## config.mk

```make
export PLATFORM = sky130hd
export DESIGN_NAME = instr_reg_arbiter
export DESIGN_NICKNAME = d
export VERILOG_FILES = /design/src/rtl/instr_register_pkg.sv /design/src/rtl/instr_reg_arbiter_rr_arbiter2.sv /design/src/rtl/instr_reg_arbiter.sv
export SDC_FILE = /design/constraint.sdc
export NUM_CORES = 1
export LEC_CHECK = 0
export BUFFER_PORTS_ARGS = -buffer_cell sky130_fd_sc_hd__buf_4
export CORE_AREA = 2 2 132 199
export DETAILED_ROUTE_END_ITERATION = 16
export DIE_AREA = 0 0 134 201
export SLEW_MARGIN = 20
export SYNTH_ARGS = -nofsm -noshare
export SYNTH_HDL_FRONTEND = slang
export SYNTH_SLANG_ARGS = --single-unit
```

## constraint.sdc

```tcl
create_clock -name clk -period 1.6 [get_ports clk]
set_clock_uncertainty 0.1 [all_clocks]
set_input_delay 0.16 -clock clk [delete_from_list [all_inputs] [get_ports clk]]
set_output_delay 0.16 -clock clk [all_outputs]
set_load 0.05 [all_outputs]
```

## src/rtl/instr_register_pkg.sv

```systemverilog
// Shared types for the instruction register and its write/read arbiter.
package instr_register_pkg;

   typedef enum logic [3:0] {
      ZERO, PASSA, PASSB, ADD, SUB, MULT, DIV, MOD
   } opcode_t;

   typedef logic signed [31:0] operand_t;

   typedef logic [4:0] address_t;

   typedef struct packed {
      opcode_t  opc;
      operand_t op_a;
      operand_t op_b;
   } instruction_t;

   typedef enum logic [1:0] {
      RUN,
      FULL,
      CLEAR
   } arb_state_t;

   localparam int unsigned NUM_SLOTS = 2**$bits(address_t);

endpackage

```

## src/rtl/instr_reg_arbiter_rr_arbiter2.sv

```systemverilog
// Two-way round-robin grant. The grant is combinational from valid; the
// last-grant register only moves when the caller reports an accepted transfer.
module rr_arbiter2 (
   input  logic       clk,
   input  logic       reset,
   input  logic [1:0] valid,
   input  logic       advance,
   output logic [1:0] grant
);

   // 1 when requester 1 won most recently; resets to 1 so requester 0 wins first.
   logic last_grant;

   // Sole requester always wins; on contention the one not granted last wins.
   always_comb begin
      grant = 2'b00;
      case (valid)
         2'b01:   grant = 2'b01;
         2'b10:   grant = 2'b10;
         2'b11:   grant = last_grant ? 2'b01 : 2'b10;
         default: grant = 2'b00;
      endcase
   end

   // Remember who won, but only for transfers that actually happened.
   always_ff @(posedge clk) begin
      if (reset)
         last_grant <= 1'b1;
      else if (advance)
         last_grant <= grant[1];
   end

endmodule

```

## src/rtl/instr_reg_arbiter.sv

```systemverilog
// Arbitrates two writers into the instruction register and pipelines reads
// back out, tracking which slots hold valid data.
//
//   state | meaning
//   ------+--------------------------------------------------------------
//   RUN   | accepting writes, one requester per cycle, round-robin
//   FULL  | every slot written, writers stalled until clear
//   CLEAR | one-cycle bookkeeping flush after a clear pulse
module instr_reg_arbiter
   import instr_register_pkg::*;
#(
   parameter bit OVERWRITE = 1'b0,
   parameter int DEPTH     = 32
) (
   input  logic                   clk,
   input  logic                   reset,
   input  logic                   clear,
   input  logic [1:0]             req_valid,
   output logic [1:0]             req_ready,
   input  opcode_t                req_opcode    [2],
   input  operand_t               req_operand_a [2],
   input  operand_t               req_operand_b [2],
   output logic                   load_en,
   output address_t               write_pointer,
   output opcode_t                opcode,
   output operand_t               operand_a,
   output operand_t               operand_b,
   input  logic                   rd_req,
   input  address_t               rd_addr,
   output address_t               read_pointer,
   input  instruction_t           instruction_word,
   output logic                   rd_valid,
   output instruction_t           rd_data,
   output logic                   rd_err,
   output logic [$clog2(DEPTH):0] count,
   output logic                   full
);

   localparam int CW = $clog2(DEPTH) + 1;

   arb_state_t       state;
   logic [1:0]       grant;
   logic             accept;
   logic             sel;
   address_t         wp;
   logic [DEPTH-1:0] written;
   logic             rd_pend;

   rr_arbiter2 u_arb (
      .clk     (clk),
      .reset   (reset),
      .valid   (req_valid),
      .advance (accept),
      .grant   (grant)
   );

   // Ready is masked by clear as well, so a requester never sees a handshake
   // that clear is about to discard.
   assign req_ready = (state == RUN && !reset && !clear) ? grant : 2'b00;
   assign accept    = |(req_valid & req_ready);
   assign sel       = req_ready[1];
   assign full      = (count == CW'(DEPTH));

   // Write path and FSM: capture the winner's fields, advance wp, track count.
   always_ff @(posedge clk) begin
      if (reset) begin
         state         <= RUN;
         load_en       <= 1'b0;
         write_pointer <= '0;
         wp            <= '0;
         count         <= '0;
         opcode        <= ZERO;
         operand_a     <= '0;
         operand_b     <= '0;
      end else if (clear) begin
         state   <= CLEAR;
         load_en <= 1'b0;
         wp      <= '0;
         count   <= '0;
      end else begin
         load_en <= accept;
         if (accept) begin
            write_pointer <= wp;
            wp            <= wp + address_t'(1);
            opcode        <= req_opcode[sel];
            operand_a     <= req_operand_a[sel];
            operand_b     <= req_operand_b[sel];
            if (count != CW'(DEPTH))
               count <= count + CW'(1);
         end
         case (state)
            RUN:     if (accept && !OVERWRITE && count == CW'(DEPTH - 1))
                        state <= FULL;
            FULL:    state <= FULL;
            CLEAR:   state <= RUN;
            default: state <= RUN;
         endcase
      end
   end

   // Written-slot bitmap; a load landing in the clear cycle is discarded.
   always_ff @(posedge clk) begin
      if (reset || clear)
         written <= '0;
      else if (load_en)
         written[write_pointer] <= 1'b1;
   end

   // Two-stage read pipeline. A read sampled in the clear cycle sees an
   // empty bitmap, matching what the slot state will be afterwards.
   always_ff @(posedge clk) begin
      if (reset) begin
         read_pointer <= '0;
         rd_pend      <= 1'b0;
         rd_valid     <= 1'b0;
         rd_err       <= 1'b0;
         rd_data      <= '0;
      end else begin
         rd_pend  <= rd_req;
         rd_valid <= rd_pend;
         if (rd_req)
            read_pointer <= rd_addr;
         if (rd_pend) begin
            rd_data <= instruction_word;
            rd_err  <= clear | ~written[read_pointer];
         end
      end
   end

endmodule
```

==> flow_summary_export.csv <==
group,metric,value,unit
timing,finalMaxSlewViolations,0,
routing,route.detailed.wl_per_inst,19.1,µm
placed_design,dp.final_hpwl,18400,µm
yosys,synth_warn,0,
timing,finalSetupViolCount,89,
grt,first_pass_grt_wire_length,49700,µm
min_path,min_path_cells,3,
yosys,cells_taking_the_most_area_after_synthesis,"dfxtp_1 52%, mux2i_1 11%, o221ai_1 8.0%",
yosys,synth.lib_cells_used.distinct,38,
job,max-cap-violations,0,
routing,route.detailed.drc,0,
timing,timing_worst_slew_pin_value,0.841,ns
grt,overflow,0,
yosys,postSynth.topFlopCell,"dfxtp_1",
critical_path,critical-path-max-stage-delay,0.34,ns
floorplan,num_rows,72,
critical_path,cp-start-kind,"flop",
cts,worst_skew_pair.late_latency,0.44,ns
routing,drtPass1Iterations,5,
yosys,synth_async_reset_ratio,0,%
layout,final_layout_size_suffix_gt1_share,38.7,%
critical_path,worst-endpoint-arrival,1.63,ns
placed_design,place.port_buffers,372,
cts,count_of_h_tree_levels_built_during_cts,4,
routing,viasPerCell,5.01,
floorplan,floorplan.io_pins,373,
critical_path,path_delay_family,"buffers and inverters",
min_path,timing.hold.worst.class,"input port to flop",
floorplan,floorplan.initialDensity,29.6,%
grt,globalRouteTotalUtil,23.7,%
status,failing_checks,"setup timing",
placed_design,gp_congestion,0.821,
layout,layout.nets,1622,
floorplan,die-height,201,µm
timing,timing.max_slew.rel_slack,43.9,%
status,run_status,"finished with violations",
power,power.ir.vdd_worst,0.672,mV
timing,final_min_period_over_clock_period,118,%
critical_path,rr_worst_depth,8,
cts,cts_inserted_buffers,17,
cts,tritoncts,"yes",
routing,drt_initial_violations,499,
cts,clock_tree.buffer_depth,2,
critical_path,path_depth,6,
yosys,syn_area,0.00748,mm²
power,leakagePower,6.18,nW
cts,clock_sinks,196,
power,power-per-cell-area,832,mW/mm²
layout,utilization,58.2,%
routing,drt-total-wl,33400,µm
timing,fmaxAchievable,0.529,GHz
critical_path,critical_path.endpoint_type,"output port",
yosys,number_of_enable_flip_flop_cells_after_synthesis,0,
cts,clkSlewWorstSetupHoldPaths,0.07,ns
yosys,share_of_yosys_cell_area_claimed_by_the_top_area_cell_type,52.4,%
critical_path,cp_max_fo,2,
yosys,yosys.area.top_type,"dfxtp_1",
floorplan,die_width,134,µm
timing,hold_viol_final,0,
cts,cell_chosen_for_the_clock_root,"clkbuf_16",
grt,initial_antenna_violation_count,1,
routing,via_count,8780,
critical_path,worst-path-buf-inv,3,
yosys,postSynthCellCount,797,
critical_path,worst_path_max_delay_cell,"dfxtp_2",
timing,final.setup.tns,-12.38,ns
routing,ant_nets,0,
critical_path,crit_required,1.34,ns
critical_path,critical_path.cell_chain,"nor4_4, buf_4, o21ai_4, buf_6, a21oi_4, buf_6",
grt,largest_net_degree_at_the_start_of_global_routing,152,
yosys,mappedNetlistNets,1015,
grt,first_global_vias,8987,
yosys,syn-mean-instance-area,9.39,µm²
timing,unrepaired_setup_endpoints_after_global_routing,"true",
timing,layout_min_cycle_time,1.89,ns
yosys,ys_seq_elements,196,
yosys,synth-seq-area-share,52.4,%
timing,worst_setup_margin,-0.292,ns
critical_path,top_cell_by_count_worst_path,"buf_6",
layout,area_growth,97.0,%
floorplan,area_inside_the_core_boundary,0.0253,mm²
floorplan,die_area,0.0269,mm²
critical_path,crit_type,"flop to output port",
[flip-flops by register name, indices dropped and copies added, names as in the netlist, 2 cells and up]
name / cells
opcode: 4
written: 32
wp: 5
operand_b: 32
operand_a: 32
read_pointer: 5
state: 2
write_pointer: 5
rd_data: 68
count: 6
[layout by cell type (no fill, tap or decap), drive strengths merged, types with 2 or more instances in the layout]
master       Yosys  layout
ha               3       3
nand4            4       4
a311oi           3       3
nor3             2       2
nor2           119     119
dlygate4sd3      0     215
dfxtp          196     196
bufinv           0       2
mux4             4       4
xnor2            3       3
a2111oi          2       2
and3             4       4
nor3b            4       4
nor2b            3       3
xor2             6       6
bufbuf           0       5
mux2i           83      83
inv              7       8
clkinv           0       7
buf             17     436
clkbuf          53      23
and3b            2       2
nand2           93      93
o221ai          68      68
a21oi          108     108
nand3            2       2
[per-stage QoR]
| step | power (mW) | area [µm²] | setup slack (ns) | std cells | hold WS [ns] |
|---|---|---|---|---|---|
| after floorplan | 6.29 | 7550 | -0.282 | 797 | 0.188 |
| after global placement | 7.18 | 10800 | -0.154 | 1466 | 0.293 |
| after detailed placement | 7.19 | 10800 | -0.165 | 1466 | 0.302 |
| after CTS | 12.3 | 14600 | -0.302 | 1750 | 0.0261 |
| after global routing | 12.7 | 14700 | -0.380 | 1751 | 0.0396 |
| final | 12.3 | 14700 | -0.292 | 1751 | 0.0348 |
[cell usage after synthesis (4+ instances only)]
library cell    n
dfxtp_1       196
nor2_1        119
a21oi_1       108
nand2_1        93
mux2i_1        83
o221ai_1       68
clkbuf_1       53
buf_2          13
inv_1           6
xor2_1          6
and3_1          4
nand4_1         4
nor3b_1         4
[worst reg2reg max path, stage by stage, from the launching register on]
cell and delay (ns):
dfxtp_2 0.34, nor4_4 0.23, buf_4 0.15, and3_4 0.20
buf_12 0.15, buf_8 0.13, buf_16 0.15, o221ai_1 0.16
a21oi_1 0.17
[power breakdown]
group | internal, mW | leakage, nW | switching [mW]
sequential | 5.04 | 1.60 | 0.110
combinational | 1.30 | 4.28 | 1.40
clock | 2.49 | 0.296 | 1.92
total | 8.84 | 6.18 | 3.42
[area by class of cell]
class | instances | area [µm²]
Fill cell | 2094 | 10600
Timing Repair Buffer | 657 | 6060
Sequential cell | 196 | 3950
Multi-Input combinational cell | 524 | 3660
Clock buffer | 22 | 485
Tap cell | 333 | 417
Clock inverter | 10 | 121
Inverter | 7 | 41.3
Timing Repair inverter | 1 | 11.3
Antenna cell | 1 | 2.50
[routing by layer]
layer | share of wire (%) | wire length [µm] | up-vias | GRT usage [%]
li1 | - | - | 4046 | -
met2 | 52 | 17200 | 435 | 41.5
met1 | 38 | 12600 | 4162 | 26.0
met3 | 5.2 | 1740 | 137 | 5.00
met5 | 0 | 0 | - | 0
met4 | 5.5 | 1840 | 0 | 14.5
[logic make-up after synthesis]
kind of cell,synth area share [%]
simple gates,13.1
xor+xnor,1.05
buf+inv,4.23
fa+ha+maj,0.502
mux,12.4
compound gates,16.3
flops,52.4
[worst paths after layout]
kind,endpoint,slack [ns],from
min reg2reg,operand_a[26],0.35,operand_a[26]
max reg2reg,operand_a[29],-0.26,state[0]
max,req_ready[0],-0.29,state[0]
min,state[1],0.03,clear
[what timing repair did]
action / CTS / global route
pin swaps: 38 / 41
setup endpoints to repair: 86 / 92
cloned: 18 / 1
hold endpoints to repair: 142 / 0
gates resized for setup: 75 / 41
hold buffers: 215 / 0
setup buffers: 19 / 3
Note: power is estimated with default switching activity, not from simulation.
